==> src/rtl/dcache_direct_mapped.sv <==
// Direct-mapped write-back, write-allocate data cache between the MEM/WB stage and main memory.
// Latency: hits return rd_data one cycle after the request; misses stall for MEM_LAT+2 (clean) or 2*MEM_LAT+2 (dirty).
// Backpressure: miss holds the pipeline; memory requests are held until mem_gnt. DCACHE_STATS_EN adds access/miss counters.
module dcache_direct_mapped #(
  parameter int LINE_ADDR_LEN = 3,
  parameter int SET_ADDR_LEN  = 2,
  parameter int TAG_ADDR_LEN  = 6
) (
  input  logic                                   clk,
  input  logic                                   rst,
  input  logic [31:0]                            addr,
  input  logic                                   rd_req,
  input  logic                                   wr_req,
  input  logic [31:0]                            wr_data,
  output logic [31:0]                            rd_data,
  output logic                                   miss,
  output logic                                   mem_rd_req,
  output logic                                   mem_wr_req,
  output logic [TAG_ADDR_LEN+SET_ADDR_LEN-1:0]   mem_addr,
  output logic [(32<<LINE_ADDR_LEN)-1:0]         mem_wr_line,
  input  logic [(32<<LINE_ADDR_LEN)-1:0]         mem_rd_line,
  input  logic                                   mem_gnt
`ifdef DCACHE_STATS_EN
  ,
  output logic [31:0]                            rd_count,
  output logic [31:0]                            wr_count,
  output logic [31:0]                            miss_count
`endif
);

  localparam int SETS    = 1 << SET_ADDR_LEN;
  localparam int LINE_W  = 32 << LINE_ADDR_LEN;
  localparam int ADDR_HI = 2 + LINE_ADDR_LEN + SET_ADDR_LEN + TAG_ADDR_LEN;

  typedef enum logic [1:0] {IDLE, SWAP_OUT, SWAP_IN, SWAP_IN_OK} state_t;

  state_t                    r_state;
  state_t                    w_next_state;

  logic [LINE_W-1:0]         r_data [SETS];
  logic [TAG_ADDR_LEN-1:0]   r_tag  [SETS];
  logic [SETS-1:0]           r_valid;
  logic [SETS-1:0]           r_dirty;
  logic [LINE_W-1:0]         r_fill;
  logic [31:0]               r_rd_data;

  // Set/tag of the line being swapped; latched so a dropped request cannot redirect the swap.
  logic [SET_ADDR_LEN-1:0]   r_miss_set;
  logic [TAG_ADDR_LEN-1:0]   r_miss_tag;

  logic [LINE_ADDR_LEN-1:0]  w_off;
  logic [SET_ADDR_LEN-1:0]   w_set;
  logic [TAG_ADDR_LEN-1:0]   w_tag;
  logic                      w_req;
  logic                      w_hit;
  logic                      w_access;
  logic                      w_start_swap;
  logic                      w_unused_addr;

  assign w_off = addr[2 +: LINE_ADDR_LEN];
  assign w_set = addr[2+LINE_ADDR_LEN +: SET_ADDR_LEN];
  assign w_tag = addr[2+LINE_ADDR_LEN+SET_ADDR_LEN +: TAG_ADDR_LEN];
  assign w_unused_addr = ^{addr[31:ADDR_HI], addr[1:0]};

  assign w_req        = rd_req | wr_req;
  assign w_hit        = r_valid[w_set] && (r_tag[w_set] == w_tag);
  assign w_access     = w_req && (r_state == IDLE) && w_hit;
  assign w_start_swap = w_req && (r_state == IDLE) && !w_hit;

  assign miss        = w_req && !((r_state == IDLE) && w_hit);
  assign rd_data     = r_rd_data;
  assign mem_wr_line = r_data[r_miss_set];

  // State register.
  always_ff @(posedge clk) begin
    if (rst) r_state <= IDLE;
    else     r_state <= w_next_state;
  end

  // Next-state and memory-request decode.
  always_comb begin
    w_next_state = r_state;
    mem_rd_req   = 1'b0;
    mem_wr_req   = 1'b0;
    mem_addr     = {r_miss_tag, r_miss_set};
    case (r_state)
      IDLE: begin
        if (w_start_swap)
          w_next_state = (r_valid[w_set] && r_dirty[w_set]) ? SWAP_OUT : SWAP_IN;
      end
      SWAP_OUT: begin
        mem_wr_req = 1'b1;
        mem_addr   = {r_tag[r_miss_set], r_miss_set};
        if (mem_gnt) w_next_state = SWAP_IN;
      end
      SWAP_IN: begin
        mem_rd_req = 1'b1;
        if (mem_gnt) w_next_state = SWAP_IN_OK;
      end
      SWAP_IN_OK: w_next_state = IDLE;
      default:    w_next_state = IDLE;
    endcase
  end

  // Line bookkeeping: valid/dirty/tag, swap target latch, fill capture, load data register.
  always_ff @(posedge clk) begin
    if (rst) begin
      r_valid    <= '0;
      r_dirty    <= '0;
      r_rd_data  <= '0;
      r_miss_set <= '0;
      r_miss_tag <= '0;
      r_fill     <= '0;
    end else begin
      if (w_start_swap) begin
        r_miss_set <= w_set;
        r_miss_tag <= w_tag;
      end
      if (r_state == SWAP_IN && mem_gnt)
        r_fill <= mem_rd_line;
      if (r_state == SWAP_IN_OK) begin
        r_tag[r_miss_set]   <= r_miss_tag;
        r_valid[r_miss_set] <= 1'b1;
        r_dirty[r_miss_set] <= 1'b0;
      end
      if (w_access) begin
        if (rd_req) r_rd_data <= r_data[w_set][{w_off, 5'b0} +: 32];
        if (wr_req) r_dirty[w_set] <= 1'b1;
      end
    end
  end

  // Data array: line fill on SWAP_IN_OK, word store on a write hit.
  always_ff @(posedge clk) begin
    if (!rst) begin
      if (r_state == SWAP_IN_OK)
        r_data[r_miss_set] <= r_fill;
      else if (w_access && wr_req)
        r_data[w_set][{w_off, 5'b0} +: 32] <= wr_data;
    end
  end

`ifdef DCACHE_STATS_EN
  // Access and miss counters; a combined read+write counts as a write.
  always_ff @(posedge clk) begin
    if (rst) begin
      rd_count   <= '0;
      wr_count   <= '0;
      miss_count <= '0;
    end else begin
      if (w_access && rd_req && !wr_req) rd_count <= rd_count + 32'd1;
      if (w_access && wr_req)            wr_count <= wr_count + 32'd1;
      if (w_start_swap)                  miss_count <= miss_count + 32'd1;
    end
  end
`endif

endmodule

==> config.mk <==
export PLATFORM = sky130hd
export DESIGN_NAME = dcache_direct_mapped
export DESIGN_NICKNAME = d
export VERILOG_FILES = /design/src/rtl/dcache_direct_mapped.sv
export SDC_FILE = /design/constraint.sdc
export NUM_CORES = 2
export LEC_CHECK = 0
export BUFFER_PORTS_ARGS = -buffer_cell sky130_fd_sc_hd__buf_2
export CELL_PAD_IN_SITES_DETAIL_PLACEMENT = 2
export CELL_PAD_IN_SITES_GLOBAL_PLACEMENT = 2
export CORE_AREA = 5 5 505 507
export DETAILED_ROUTE_END_ITERATION = 12
export DIE_AREA = 0 0 510 512
export GPL_ROUTABILITY_DRIVEN = 0
export PLACE_DENSITY_LB_ADDON = 0.1
export RECOVER_POWER = 100
export SLEW_MARGIN = 20
export SYNTH_ARGS = -nofsm -noshare
export SYNTH_HDL_FRONTEND = slang
export SYNTH_SLANG_ARGS = --single-unit
==> constraint.sdc <==
create_clock -name clk -period 9.4 [get_ports clk]
set_clock_uncertainty 0.1 [all_clocks]
set_input_delay 1.88 -clock clk [delete_from_list [all_inputs] [get_ports clk]]
set_output_delay 1.88 -clock clk [all_outputs]
set_load 0.02 [all_outputs]
==> results.toml <==
[sta]
period_needed_ps = 7926
rsz0062_at_grt = "false"
period_share_pct = 84.32
worst_slew_pin_slew_ps = 4462
hold_viol = 0
tns_ps = 0
finalSetupViolCount = 0
fmax_ghz = 0.1262
slew_headroom_pct = -197.5
drv_slew = 502

[setup_path]
crit_fanout = 59
slowest_stage = "clkbuf_1"
critPathBufInv = 5
path_class = "primary input to flip-flop"
required_ps = 9710
path_cells = "clkbuf_1, clkinv_1, buf_4, nand3_1, or2_2, a2111o_1, o21ai_1, clkbuf_1, a22oi_2, clkbuf_2"
crit_top_cell = "clkbuf_1"
worstPathArrival_ps = 8230
max_stage_delay_ps = 3020
cp_top_family = "buffers and inverters"
start_kind = "primary input"
crit_path_end_kind = "flip-flop"

[global_routing]
gr-total-overflow = 0
gr-usage-met3_pct = 3.707
grt-busiest-layer = "met2"
grt_pass1_wl_um = 400300
antenna_found_initial = 84
grt_use_met2_pct = 35.67
grt_max_degree = 145
grt_pass1_vias = 43325
grt_usage_pct = 22.44
met1_usage_pct = 32.23

[drt]
dr.pass1.iters = 8
wl_per_cell_um = 37.74
vias_per_cell = 5.179
drc = 0
vias = 41124
drtIter0Drc = 3752
detail-route-antenna-nets = 0
totalWireLength_um = 299700

[clock_tree]
cts_buffers = 163
htree_levels = 4
clock-sinks = 1356
cts.repair.resized = 0
cts_root_buf = "clkbuf_16"
clk_pin_slew_worst_paths_ps = 60
cts_setup_buffers = 0
worstSkewPairLatency_ps = 830
ctsHoldBuffers = 0
tritoncts = "done"
clk_path_buf_depth = 3

[logic_synthesis]
ys.flop_type = "edfxtp_1"
synth_cell_type_count = 49
syn-cell-area_um2 = 62060
synthCells = 3971
synth_top_area_share_pct = 50.71
avgSynthCellArea_um2 = 15.63
ys_seq_elements = 1356
synth_edf_count = 1048
synthTopCellsByArea = "edfxtp_1 (51%), mux4_2 (21%), dfxtp_1 (9.9%)"
async_flop_share_pct = 0
yosys_warnings = 0
syn_nets = 4306
yosysTopAreaCell = "edfxtp_1"
yosysSeqAreaShare_pct = 60.64

[finish]
area_delta_synth_final_pct = 18.75
final_cell_mix = "edfxtp_1 (1048), mux4_2 (576), nand2_1 (559), clkbuf_1 (356), dfxtp_1 (307)"
final.fill_count = 26133
final_common_cell = "edfxtp_1"
num-nets-final = 4775
drive_above_1_share_pct = 31.40
finish.utilization_pct = 29.48

[outcome]
failed_checks = "max-capacitance violations, max-slew violations"
status = "finished, violations left"

[die]
start_util_pct = 24.82
fp.coreArea_um2 = 250000
dieHeight_um = 512
die_w_um = 510
rows = 184
num_io_pins = 624
die-area_um2 = 261100

[placed_design]
port_buffers = 602
dp_hpwl_um = 203900

[power_and_ir_drop]
ir_drop_v = 0.0001513
power_density_nw_per_um2 = 229.7
p_leak_nw = 23.22

[run]
max-cap-violations = 13

[hold_path]
hp-class = "flip-flop to flip-flop"
[where the power goes]
group	switching, mW	leakage (nW)	internal [mW]	total, mW
Clock	2.69	2.59	3.73	6.42
Combinational	2.40	8.44	1.14	3.54
Sequential	0.189	12.2	6.79	6.97
Total	5.28	23.2	11.7	16.9
[state kept, by name, summed over array words and instances, names as in the netlist, 4 cells and up, named ones only]
| signal | count |
|---|---|
| r_data | 1024 |
| r_fill | 256 |
| rd_data | 32 |
| r_tag | 24 |
| r_miss_tag | 6 |
| r_dirty | 4 |
| r_valid | 4 |
[per-layer routing]
metal | vias up | share of wire, %
li1 | 16912 | -
met1 | 22620 | 45
met2 | 1355 | 46
met3 | 233 | 6.0
met4 | 4 | 2.3
met5 | - | 0.010
[worst register-to-register path, stage by stage, from the launching register on]
cell	delay [ps]
edfxtp_1	380
mux4_2	490
xnor2_1	190
o211a_1	1390
clkbuf_1	1890
and3_1	1500
a211oi_1	250
[logic make-up (layout without fill, tap and decap cells)]
logic type | count (synthesis) | in the layout | synth area share [%]
other cells | 0 | 12 | 0
compound gates | 909 | 909 | 10.36
buf+inv | 403 | 1012 | 2.603
simple gates | 645 | 645 | 4.133
flops | 1356 | 1356 | 60.64
fa+ha+maj | 10 | 10 | 0.2016
xor+xnor | 10 | 10 | 0.1411
mux | 638 | 638 | 21.92
[per-stage QoR]
stage                     power, mW  hold slack, ps  std cells  instance area [um^2]  setup WS [ps]
after detailed placement      10.80           346.4       7623                 68910           1661
final                         16.93           352.6       7940                 73700           1474
after floorplan               9.083           322.3       3971                 62060           1779
after global placement        10.78           339.3       7621                 68880           1611
after CTS                     17.31           354.4       7928                 74250           2556
after global routing          17.61           374.9       7929                 73670           1180
[cell type report]
class	count	area (um^2)	share of cell area (%)
sequential	1356	37640	51.07
timing repair buffer	699	3445	4.674
tap	3348	4189	5.684
antenna	12	30.03	0.04075
inverter	8	33.78	0.04584
clock buffer	225	4422	6.000
multi-input combinational	2212	23020	31.23
clock inverter	80	919.6	1.248
[worst paths after layout]
| check | startpoint | to | slack [ps] | depth (start not counted) |
|---|---|---|---|---|
| setup / recovery | rst | r_data[1][167] | 1470 | 10 |
| hold / removal | r_fill[191] | r_fill[191] | 350 | 2 |
| setup reg to reg | r_tag[3][0] | rd_data[0] | 2870 | 6 |
| hold reg to reg | r_fill[191] | r_fill[191] | 350 | 2 |
[synthesized netlist by cell type, drive strengths merged (2+ instances only)]
cell type,n
nand3,17
nor3,7
a211oi,34
nand2,559
nand4,4
nor3b,2
a31oi,27
clkinv,3
nor2b,6
nand2b,4
ha,10
inv,5
a32oi,8
edfxtp,1048
buf,180
o32ai,3
o21ai,11
dfxtp,308
a22oi,24
a21oi,282
mux4,576
xor2,2
mux2,7
clkbuf,215
xnor2,8
o211ai,3
and3,7
and2,4
mux2i,55
a21boi,256
nor2,26
a31o,256
or3,2
nor4,3
Note: power is estimated with default switching activity, not from simulation.
